### src/rtl/muldiv_ctrl_pkg.sv
// Shared types and constants for the HI/LO multiply/divide sequencer.
package muldiv_ctrl_pkg;

   typedef enum logic [1:0] {
      ALU_MULT = 2'd0,
      ALU_DIV  = 2'd1
   } mult_op_enum;

   typedef enum logic [1:0] {
      MD_IDLE,
      MD_MUL,
      MD_DIV,
      MD_DONE
   } muldiv_state_enum;

   // Quotient reported for a zero divisor; sliced to the operand width at use.
   localparam logic [63:0] MD_DIV0_QUOT = '1;

endpackage

### src/rtl/muldiv_ctrl_div_radix2_step.sv
// One restoring-division step: shift the next dividend bit into the partial
// remainder, subtract the divisor when it fits, and retire one quotient bit.
module div_radix2_step #(
   parameter int unsigned WIDTH = 32
) (
   input  logic [WIDTH-1:0] rem,
   input  logic [WIDTH-1:0] quot,
   input  logic [WIDTH-1:0] divisor,
   output logic [WIDTH-1:0] rem_next,
   output logic [WIDTH-1:0] quot_next
);

   logic [WIDTH:0] shifted;
   logic [WIDTH:0] diff;

   // rem < divisor always holds, so diff[WIDTH] is a clean borrow flag.
   assign shifted   = {rem, quot[WIDTH-1]};
   assign diff      = shifted - {1'b0, divisor};
   assign rem_next  = diff[WIDTH] ? shifted[WIDTH-1:0] : diff[WIDTH-1:0];
   assign quot_next = {quot[WIDTH-2:0], ~diff[WIDTH]};

endmodule

### src/rtl/muldiv_ctrl.sv
// Multi-cycle MULT/MULTU/DIV/DIVU sequencer and owner of the HI/LO pair;
// stalls EX through busy_o and services MTHI/MTLO when idle.
module muldiv_ctrl
   import muldiv_ctrl_pkg::*;
#(
   parameter int unsigned WIDTH          = 32,
   parameter int unsigned BITS_PER_CYCLE = 1
) (
   input  logic             clk,
   input  logic             rst,
   input  logic             start_i,
   input  logic [1:0]       op_i,
   input  logic             sign_i,
   input  logic [WIDTH-1:0] src_a_i,
   input  logic [WIDTH-1:0] src_b_i,
   input  logic             cancel_i,
   input  logic             mthi_i,
   input  logic             mtlo_i,
   input  logic [WIDTH-1:0] wdata_i,
   output logic             busy_o,
   output logic             done_o,
   output logic [WIDTH-1:0] hi_o,
   output logic [WIDTH-1:0] lo_o
);

   localparam int unsigned STEPS = WIDTH / BITS_PER_CYCLE;
   localparam int unsigned CW    = $clog2(STEPS + 1);

   muldiv_state_enum state, state_next;

   logic [2*WIDTH-1:0] acc;
   logic [2*WIDTH-1:0] acc_mul;
   logic [2*WIDTH-1:0] acc_div;
   logic [2*WIDTH-1:0] mul_res;
   logic [WIDTH-1:0]   opnd_b;
   logic [WIDTH-1:0]   hi, lo;
   logic [WIDTH-1:0]   mag_a, mag_b;
   logic [WIDTH-1:0]   quot_res, rem_res;
   logic [CW-1:0]      count;
   logic               neg_q, neg_r;
   logic               accept, last, div_zero;

   assign accept   = start_i && !cancel_i && (state == MD_IDLE || state == MD_DONE);
   assign div_zero = (op_i == ALU_DIV) && (src_b_i == '0);
   assign last     = (count == CW'(STEPS - 1));
   assign mag_a    = (sign_i && src_a_i[WIDTH-1]) ? -src_a_i : src_a_i;
   assign mag_b    = (sign_i && src_b_i[WIDTH-1]) ? -src_b_i : src_b_i;

   always_ff @(posedge clk) begin
      if (rst) state <= MD_IDLE;
      else     state <= state_next;
   end

   always_comb begin
      state_next = state;
      unique case (state)
         MD_IDLE, MD_DONE: begin
            if (accept) begin
               if (div_zero)              state_next = MD_DONE;
               else if (op_i == ALU_DIV)  state_next = MD_DIV;
               else                       state_next = MD_MUL;
            end else begin
               state_next = MD_IDLE;
            end
         end
         MD_MUL, MD_DIV: if (last) state_next = MD_DONE;
         default:        state_next = MD_IDLE;
      endcase
      if (cancel_i) state_next = MD_IDLE;
   end

   assign busy_o = (state == MD_MUL) || (state == MD_DIV);
   assign done_o = (state == MD_DONE);

   // Shift-add: the multiplier sits in the low half of acc and is consumed LSB first.
   always_comb begin
      logic [WIDTH:0] sum;
      sum     = '0;
      acc_mul = acc;
      for (int unsigned i = 0; i < BITS_PER_CYCLE; i++) begin
         sum     = {1'b0, acc_mul[2*WIDTH-1:WIDTH]} + (acc_mul[0] ? {1'b0, opnd_b} : '0);
         acc_mul = {sum, acc_mul[WIDTH-1:1]};
      end
   end

   for (genvar g = 0; g < BITS_PER_CYCLE; g++) begin : step
      logic [WIDTH-1:0] rem_in, quot_in, rem_out, quot_out;
      if (g == 0) begin : first
         assign rem_in  = acc[2*WIDTH-1:WIDTH];
         assign quot_in = acc[WIDTH-1:0];
      end else begin : chain
         assign rem_in  = step[g-1].rem_out;
         assign quot_in = step[g-1].quot_out;
      end
      div_radix2_step #(.WIDTH(WIDTH)) u_step (
         .rem       (rem_in),
         .quot      (quot_in),
         .divisor   (opnd_b),
         .rem_next  (rem_out),
         .quot_next (quot_out)
      );
   end

   assign acc_div  = {step[BITS_PER_CYCLE-1].rem_out, step[BITS_PER_CYCLE-1].quot_out};
   assign mul_res  = neg_q ? -acc_mul : acc_mul;
   assign quot_res = neg_q ? -acc_div[WIDTH-1:0] : acc_div[WIDTH-1:0];
   assign rem_res  = neg_r ? -acc_div[2*WIDTH-1:WIDTH] : acc_div[2*WIDTH-1:WIDTH];

   always_ff @(posedge clk) begin
      if (rst) begin
         acc    <= '0;
         opnd_b <= '0;
         count  <= '0;
         neg_q  <= 1'b0;
         neg_r  <= 1'b0;
         hi     <= '0;
         lo     <= '0;
      end else if (cancel_i) begin
         // abandon the op: HI/LO and operand state are left as they are
      end else if (accept) begin
         acc    <= {{WIDTH{1'b0}}, mag_a};
         opnd_b <= mag_b;
         count  <= '0;
         neg_q  <= sign_i && (src_a_i[WIDTH-1] ^ src_b_i[WIDTH-1]);
         neg_r  <= sign_i && src_a_i[WIDTH-1];
         if (div_zero) begin
            hi <= src_a_i;
            lo <= MD_DIV0_QUOT[WIDTH-1:0];
         end
      end else if (state == MD_MUL) begin
         acc   <= acc_mul;
         count <= count + CW'(1);
         if (last) begin
            hi <= mul_res[2*WIDTH-1:WIDTH];
            lo <= mul_res[WIDTH-1:0];
         end
      end else if (state == MD_DIV) begin
         acc   <= acc_div;
         count <= count + CW'(1);
         if (last) begin
            hi <= rem_res;
            lo <= quot_res;
         end
      end else begin
         if (mthi_i) hi <= wdata_i;
         if (mtlo_i) lo <= wdata_i;
      end
   end

   assign hi_o = hi;
   assign lo_o = lo;

endmodule
### config.mk
export PLATFORM = sky130hd
export DESIGN_NAME = muldiv_ctrl
export DESIGN_NICKNAME = d
export VERILOG_FILES = /design/src/rtl/muldiv_ctrl_pkg.sv /design/src/rtl/muldiv_ctrl_div_radix2_step.sv /design/src/rtl/muldiv_ctrl.sv
export SDC_FILE = /design/constraint.sdc
export NUM_CORES = 1
export LEC_CHECK = 0
export BUFFER_PORTS_ARGS = -buffer_cell sky130_fd_sc_hd__buf_2
export CORE_ASPECT_RATIO = 1.1
export CORE_MARGIN = 4
export CORE_UTILIZATION = 45
export DETAILED_ROUTE_END_ITERATION = 7
export HOLD_SLACK_MARGIN = 0.15
export PLACE_DENSITY = 0.69
export SYNTH_ARGS = -nofsm -noshare
export SYNTH_HDL_FRONTEND = slang
export SYNTH_SLANG_ARGS = --single-unit
### constraint.sdc
create_clock -name clk -period 6.75 [get_ports clk]
set_input_delay 1.0125 -clock clk [delete_from_list [all_inputs] [get_ports clk]]
set_output_delay 1.0125 -clock clk [all_outputs]
set_load 0.005 [all_outputs]
# == Word level (Yosys, flattened, before mapping) ==
# Cells that the tools add are included.
# totals
regBits,170
input_bits,105
output_inout_bits,66
elab_cells,81
# classes
addsub,8
eq_ne,9
mux,32
bitwise,3
reduce_logical,21
# op_table
cell,n
$mux W32,20
$mux W64,4
$neg A32 Y32,4
$neg A64 Y64,1
$add A32 B32 Y33,1
$sub A33 B32 Y33,1
$logic_not A32 Y1,1
$mux W6,3
$reduce_and A5 Y1,2
$mux W2,4
$reduce_bool A4 Y1,2
$add A6 B1 Y6 const B,1
$eq A6 B5 Y1 const B,1
$logic_and A1 B1 Y1,6
$ne A3 B3 Y1 const B,2
$reduce_or A2 Y1,3
$eq A2 B1 Y1 const B,2
$eq A2 B2 Y1 const B,2
$pmux W2 S2,1
$reduce_and A2 Y1,2
$reduce_bool A3 Y1,1
$logic_not A2 Y1,1
$logic_or A1 B1 Y1,2
$ne A2 B1 Y1 const B,1
other kinds (4),5

# == Logic depth before layout (Yosys ltp) ==
# Gate-level depths: netlist of the first run.
# logic_depth
word_depth,8
ltp_mapped,24
mapped_depth_nobuf,22

# == Hierarchy ==
# A second synthesis of the first run with hierarchy kept.
# unflattened
cells_unflattened,2305
hier_area_um2,17087.6
# by_module_without_submodules
module,instances,cells_per_inst,area_per_inst_um2,seq_area_each_um2
muldiv_ctrl,1,1969,14496.4,3403.3
div_radix2_step,1,336,2591.2,0.0

# == Worst setup path after synthesis of the first run ==
# No wires, ideal clock.
# synth_timing
path_type,reg-to-reg
from,register acc[31]
to,"register hi[28], in the netlist hi_o[28]"
setup_ns,0.101
t_arrival_ns,5.062
required_ns,6.649
path_slack_ns,1.587
path_stages_with_launch,25
path_buffers,2
period_less_slack_ns,5.163
path_cell_list,dfxtp_1 > inv_1 > ha_1 > inv_1 > fa_1 > a211o_1 > and3_1 > o21ai_1 > a21oi_1 > nor3_2 > nor2_1 > inv_1 > clkbuf_1 > clkbuf_1 > nor2_1 > a21oi_1 > ha_1 > nand4_1 > nor3_1 > o221ai_1 > or3_4 > nor3_2 > mux2i_1 > a211oi_1 > o41ai_1
# synth_between
elab_chain_cells,8
word_cells_on_any_way,11
classes_between,add/sub: 3; mux: 8
# synth_rtl
element,line_no,source
from (decl),muldiv_ctrl.sv:31,logic [2*WIDTH-1:0] acc;
from (signal assigned),muldiv_ctrl.sv:121,"acc <= {{WIDTH{1'b0}}, mag_a};"
from (signal assigned),muldiv_ctrl.sv:131,acc <= acc_mul;
from (signal assigned),muldiv_ctrl.sv:138,acc <= acc_div;
$sub A33 B32 Y33,muldiv_ctrl_div_radix2_step.sv:18,"assign diff = shifted - {1'b0, divisor};"
$mux W32,muldiv_ctrl_div_radix2_step.sv:19,assign rem_next = diff[WIDTH] ? shifted[WIDTH-1:0] : diff[WIDTH-1:0];
$neg A32 Y32,muldiv_ctrl.sv:107,assign rem_res = neg_r ? -acc_div[2*WIDTH-1:WIDTH] : acc_div[2*WIDTH-1:WIDTH];
$mux W32,muldiv_ctrl.sv:107,
$mux W32,muldiv_ctrl.sv:140,if (last) begin
$mux W32,muldiv_ctrl.sv:137,end else if (state == MD_DIV) begin
$mux W32 (*),muldiv_ctrl.sv:130,end else if (state == MD_MUL) begin
$mux W32 (*),muldiv_ctrl.sv:120,end else if (accept) begin
to (signal assigned),muldiv_ctrl.sv:134,hi <= mul_res[2*WIDTH-1:WIDTH];
to (signal assigned),muldiv_ctrl.sv:141,hi <= rem_res;
to (signal assigned),muldiv_ctrl.sv:145,if (mthi_i) hi <= wdata_i;
to (decl),muldiv_ctrl.sv:36,"logic [WIDTH-1:0] hi, lo;"
# Every way passes the cells marked *; elsewhere a longest branch is shown, timed or not. The select of a mux whose other input is x is not followed.
# A chain may end at the register's enable or synchronous reset.

# == Final worst setup path of the first run ==
# Ends and elaborated chain as after synthesis.

==> results.toml, run 1 <==
[finish]
synthToLayoutAreaGrowth_pct = 9.71
final_cell_area_mm2 = 0.0184
nets = 2586
instances_no_fill = 2906
layout-drive-gt1-share_pct = 12.7
antenna_cells = 0

[power]
peakVddDrop_v = 0.000189
total_power_w = 0.00341
leakagePower_nw = 7.25
powerDensity_mw_per_mm2 = 185

[cts]
h-tree-depth = 4
cts_tree = "yes"
cts_root_buf = "clkbuf_16"
clk_latency_ps = 480
cts_resized = 0
cts_setup_buffers = 0
clk_pin_slew_ps = 80
cts_num_sinks = 170
cts_made_buffers = 17
hold_buffers = 0
cts_buffer_depth = 2

[place]
port_buffers = 170
place.gp.congestion = 0.981
dp_cells = 2874
place_area_mm2 = 0.0178
hpwl_mm = 52.0

[route]
via_per_inst = 6.40
vias = 18600
wl_per_cell_um = 23.2
drc = 0
drt-initial-drc-count = 1910
drtPass1Iterations = 6
postRouteWirelength_mm = 67.4
antenna_left = 0

[sta]
final_max_slew_viol_count = 0
finalCritPeriodShare_pct = 89.0
setup_viol = 0
min_period_ps = 6010
maxSlewHeadroom_pct = 28.0
grt_setup_unrepaired = "no"
skew_ps = 15.7
final_hold_viol_count = 0
worstMarginPinSlew_ps = 1050
fmax_ghz = 0.166
tns_ps = 0

[critical_path]
crit_chain = "inv_1 -> ha_1 -> inv_1 -> fa_1 -> a211o_1 -> and3_1 -> o21ai_1 -> a21oi_1 -> o21a_1 -> nor2_2 -> inv_1 -> buf_4 -> a21oi_1 -> ha_1 -> nand4_1 -> nor3_1 -> o221ai_1 -> or3_4 -> nor3_2 -> mux2i_1 -> a211oi_1 -> o41ai_1"
cp_data_required_time_ps = 7130
path_common_cell = "inv_1"
start_kind = "register"
critPathMaxFanout = 32
max_stage_delay_ps = 470
crit_slowest_cell = "or3_4"
end_kind = "register"
criticalPathCategory = "register to register"
critical_path_arrival_ps = 6380

[floorplan]
rows = 73
core-area_mm2 = 0.0364
dieWidth_um = 192
dieArea_mm2 = 0.0404
die_h_um = 210
initial_core_util_pct = 46.0
io_pins = 171

[synth]
synth_flop_cell = "dfxtp_1"
yosysTopAreaCell = "dfxtp_1"
postSynthAreaPerCell_um2 = 7.09
ys_types = 92
seq_area_frac_synth_pct = 20.3
syn_inst = 2364
synth_area_mm2 = 0.0168
yosysWarnings = 0
synth_edf_count = 0
synth_top_area_share_pct = 20.3
synth.net_count = 2544
synth_area_leaders = "dfxtp_1, xnor2_1, o21ai_0"
ys_seq_elements = 170
postSynth.asyncResetShare_pct = 0

[global_route]
grt_pass1_wl_mm = 102
first_global_vias = 17300
grt_overflow = 0
grt_usage_pct = 32.0
antenna_found_initial = 0
grt_max_degree = 65

[worst_hold_path]
hold_class = "register to register"

[run]
drv_cap = 0

[status]
status = "complete, no violations"
[flip-flops by register name (all words and copies together) (netlist names)]
register,count
acc,64
hi_o,32
lo_o,32
opnd_b,32
count,6
state,2
neg_q,1
neg_r,1
[worst max-delay path, delay by kind of cell, from the launching register on]
| kind | cells | cell delay [ps] |
|---|---|---|
| adders and majority gates | 3 | 880 |
| AOI/OAI and AO/OA | 8 | 2200 |
| muxes | 1 | 210 |
| and+or+nand+nor | 6 | 1690 |
| DFF | 1 | 380 |
| buffers and inverters | 4 | 560 |
[layer usage]
| metal | wire [um] | GRT usage [%] | vias to the layer above |
|---|---|---|---|
| li1 | - | - | 8718 |
| met5 | 0 | 0 | - |
| met2 | 30800 | 52.3 | 957 |
| met4 | 3940 | 17.1 | 0 |
| met3 | 5810 | 4.65 | 177 |
| met1 | 26900 | 40.7 | 8755 |
[cells by family (layout without fill, tap and decap cells)]
family / after synthesis / after routing / synth area share [%]
xor gates and xnor gates: 206 / 206 / 10.8
muxes: 61 / 61 / 3.71
AOI/OAI and AO/OA: 784 / 784 / 30.7
and+or+nand+nor: 817 / 817 / 22.9
buffers and inverters: 251 / 306 / 5.88
adders and majority gates: 75 / 75 / 5.69
DFF: 170 / 170 / 20.3
[area by class of cell]
class,instances,area (um2)
Timing Repair Buffer,202,1090
Multi-Input combinational cell,1943,12400
Clock inverter,14,151
Clock buffer,18,439
Tap cell,487,609
Inverter,72,270
Sequential cell,170,3400
Fill cell,3658,18100
[per-stage QoR]
stage | setup WS (ps) | util, % | hold slack [ps]
after CTS | 854 | 50.4 | 459
final | 742 | 50.4 | 455
after global placement | 1070 | 48.8 | 434
after floorplan | 1590 | - | 425
after detailed placement | 890 | 48.8 | 442
after global routing | 452 | 50.4 | 474
[Yosys cell counts, types with 20 or more instances]
master,instances
a211oi_1,60
clkbuf_1,148
o211ai_1,27
nor3_1,90
nand4_1,26
a21oi_1,188
nand3_1,39
xnor2_1,121
or3_1,25
ha_1,73
nor2_1,253
a22oi_1,27
dfxtp_1,170
o31ai_1,30
a31oi_1,33
nor4_1,22
xor2_1,85
o21ai_0,191
a21o_1,32
o21a_1,20
inv_1,71
mux2i_1,52
nand2_1,245
[path summary, 6_finish.rpt]
path                            from                       to  slack, ps  cells past startpoint
min reg2reg  opnd_b[30]$_SDFFE_PP0P_  opnd_b[30]$_SDFFE_PP0P_        460                      2
max             acc[31]$_SDFFE_PP0P_    hi_o[28]$_SDFFE_PP0P_        740                     22
min          opnd_b[30]$_SDFFE_PP0P_  opnd_b[30]$_SDFFE_PP0P_        460                      2
max reg2reg     acc[31]$_SDFFE_PP0P_    hi_o[28]$_SDFFE_PP0P_        740                     22
[report_power, final]
part | switching (W) | total (W) | internal (W)
Sequential | 0.0000867 | 0.00116 | 0.00107
Clock | 0.000525 | 0.00103 | 0.000503
Combinational | 0.000786 | 0.00122 | 0.000435
[cell usage in the layout, fill, tap and decap left out, types with 19 or more instances in the layout]
cell type	instances
nor2_1	247
nand2_1	245
o21ai_0	189
a21oi_1	187
dfxtp_1	169
buf_2	169
xnor2_1	121
nor3_1	90
xor2_1	85
ha_1	72
inv_1	71
a211oi_1	60
mux2i_1	52
nand3_1	39
a31oi_1	33
buf_4	33
a21o_1	32
o31ai_1	30
a22oi_1	27
o211ai_1	27
nand4_1	26
or3_1	25
nor4_1	22
o21a_1	19
nand2b_1	19
Power figures use the tool's default switching activity.
==> run 2, diff against run 1 <==
Settings changed: ABC_AREA set to 1, PLACE_DENSITY 0.69 to 0.68.
==> run 2 against run 1 <==
Synthesized cell count up 31%. Final cell count up 28%. Highest routed layer unchanged. Clock skew down 1.8 ps. Critical endpoint is now lo_o[30]$_SDFFE_PP0P_. Clock power up 5%. Die area up 7.0%. Worst setup slack better by 1000 ps. Sequential cell count unchanged.
==> results.toml, run 2 <==
[power]
powerDensity_mw_per_mm2 = 636
leakagePower_nw = 9.79
peakVddDrop_v = 0.000504

[global_route]
antenna_found_initial = 0
grt_overflow = 0
grt_pass1_wl_mm = 122
first_global_vias = 21000
grt_usage_pct = 37.0
grt_max_degree = 79

[critical_path]
cp_data_required_time_ps = 7140
path_common_cell = "nand2_4"
path_buf_inv = 4
crit_chain = "inv_1 -> ha_1 -> inv_1 -> fa_1 -> nand2_1 -> nand2_1 -> nand3_1 -> nand2_2 -> nand2_2 -> nand2_4 -> nand2_4 -> nand2_4 -> nand2_2 -> nand2_4 -> ha_1 -> nor2_1 -> clkinv_1 -> o211ai_1 -> a21oi_1 -> a311oi_1 -> nand2_1 -> o211ai_1 -> inv_1"
critical_path_arrival_ps = 5370
crit_slowest_cell = "nor2_1"
crit_family = "simple AND/OR/NAND/NOR gates"
max_stage_delay_ps = 900
critPathMaxFanout = 15
criticalPathCategory = "register to register"
start_kind = "register"
reg2reg_setup_slack_ps = 1770
end_kind = "register"

[finish]
nets = 3372
instances_no_fill = 3707
layout-drive-gt1-share_pct = 10.6
synthToLayoutAreaGrowth_pct = 9.64
fill_cells = 4352
top_register = "acc"
layout_commonest_cell = "nand2_1"
layout_common_cells = "nand2_1, inv_1, nor2_1, a21oi_1, o21ai_0"
multi_input_area_mm2 = 0.0124
seqCellArea_mm2 = 0.00340
largest_register_ffs = 64
antenna_cells = 0

[floorplan]
die_h_um = 218
dieArea_mm2 = 0.0432
core-area_mm2 = 0.0394
initial_core_util_pct = 45.7
rows = 76
dieWidth_um = 199
io_pins = 171

[sta]
skew_ps = 13.9
grt_setup_unrepaired = "no"
fmax_ghz = 0.201
maxSlewHeadroom_pct = 21.4
setup_ws_ps = 1770
worstMarginPinSlew_ps = 1180
final_max_slew_viol_count = 0
finalCritPeriodShare_pct = 73.8
final_hold_viol_count = 0
min_period_ps = 4980
setup_viol = 0
tns_ps = 0

[place]
dp_cells = 3680
port_buffers = 170
dp_slack_ps = 1830
hpwl_mm = 65.7
place.gp.congestion = 1.02

[synth]
synthTopCellsByCount = "nand2_1, inv_1, nor2_1"
synth_top_area_share_pct = 18.9
seq_area_frac_synth_pct = 18.9
synth_edf_count = 0
synth_area_leaders = "dfxtp_1, nand2_1, inv_1"
ys_types = 68
synth_most_common_cell = "nand2_1"
yosysTopAreaCell = "dfxtp_1"
synth_area_mm2 = 0.0180
synth.net_count = 3287
syn_inst = 3107
postSynthAreaPerCell_um2 = 5.79
synth_flop_cell = "dfxtp_1"
yosysWarnings = 0
ys_seq_elements = 170
postSynth.asyncResetShare_pct = 0

[route]
drtPass1Iterations = 6
antenna_left = 0
drt-initial-drc-count = 2134
wl_per_cell_um = 22.4
postRouteWirelength_mm = 83.1
drc = 0
via_per_inst = 5.96
vias = 22100

[cts]
clk_latency_ps = 490
cts_resized = 0
cts_num_sinks = 170
cts_root_buf = "clkbuf_16"
hold_buffers = 0
cts_setup_buffers = 0
h-tree-depth = 4
cts_made_buffers = 17
clk_pin_slew_ps = 80
cts_buffer_depth = 2
cts_tree = "yes"

[status]
status = "complete, no violations"

[worst_hold_path]
hold_class = "register to register"

[run]
drv_cap = 0
run 2: report_power, final:
| group | internal [W] | switching (W) |
|---|---|---|
| clock | 0.000618 | 0.000466 |
| combinational | 0.00291 | 0.00718 |
| sequential | 0.00116 | 0.000216 |
run 2: final timing paths:
path	startpoint	endpoint	cells past startpoint
worst min-delay path	hi_o[13]$_SDFFE_PP0P_	hi_o[13]$_SDFFE_PP0P_	2
worst max register to register	acc[31]$_SDFFE_PP0P_	lo_o[30]$_SDFFE_PP0P_	23
worst max-delay path	acc[31]$_SDFFE_PP0P_	lo_o[30]$_SDFFE_PP0P_	23
worst min register to register	hi_o[13]$_SDFFE_PP0P_	hi_o[13]$_SDFFE_PP0P_	2
run 2: routing by layer:
layer / global-route usage (%) / routed length, um / vias up
met5: 0 / 0 / -
met4: 24.1 / 6220 / 0
met3: 4.56 / 6390 / 260
met2: 61.8 / 38800 / 1104
met1: 44.6 / 31600 / 10200
li1: - / - / 10500
run 2: per-stage QoR:
stage	hold slack (ps)	power (W)	util (%)	cell area, um2
after floorplan	454	0.00869	-	18000
after global placement	451	0.0112	48.6	19100
after detailed placement	456	0.0113	48.6	19100
after CTS	466	0.0124	50.1	19700
after global routing	484	0.0135	50.1	19700
final	463	0.0125	50.1	19700
run 2: area by class of cell:
class                   instances  share of cell area (%)
inverters                     433                    8.24
multi-input cells            2376                    63.0
clock inverters                 8                   0.755
flip-flops and latches        170                    17.3
well taps                     507                    3.22
clock buffers                  19                    2.25
repair buffers                194                    5.23
run 2: kinds of logic after synthesis:
group	Yosys count	synth area share, %
AND/OR/NAND/NOR	1537	37.5
AO/OA/AOI/OAI	710	23.5
buffers and inverters	561	12.2
flip-flops	170	18.9
adder cells (fa/ha/maj)	75	5.30
XOR/XNOR	54	2.63
run 2: tightest hold or removal path, stage by stage, from the launching register on:
cell and delay [ps]:
dfxtp_1 310, nand2_1 60, a21oi_1 50
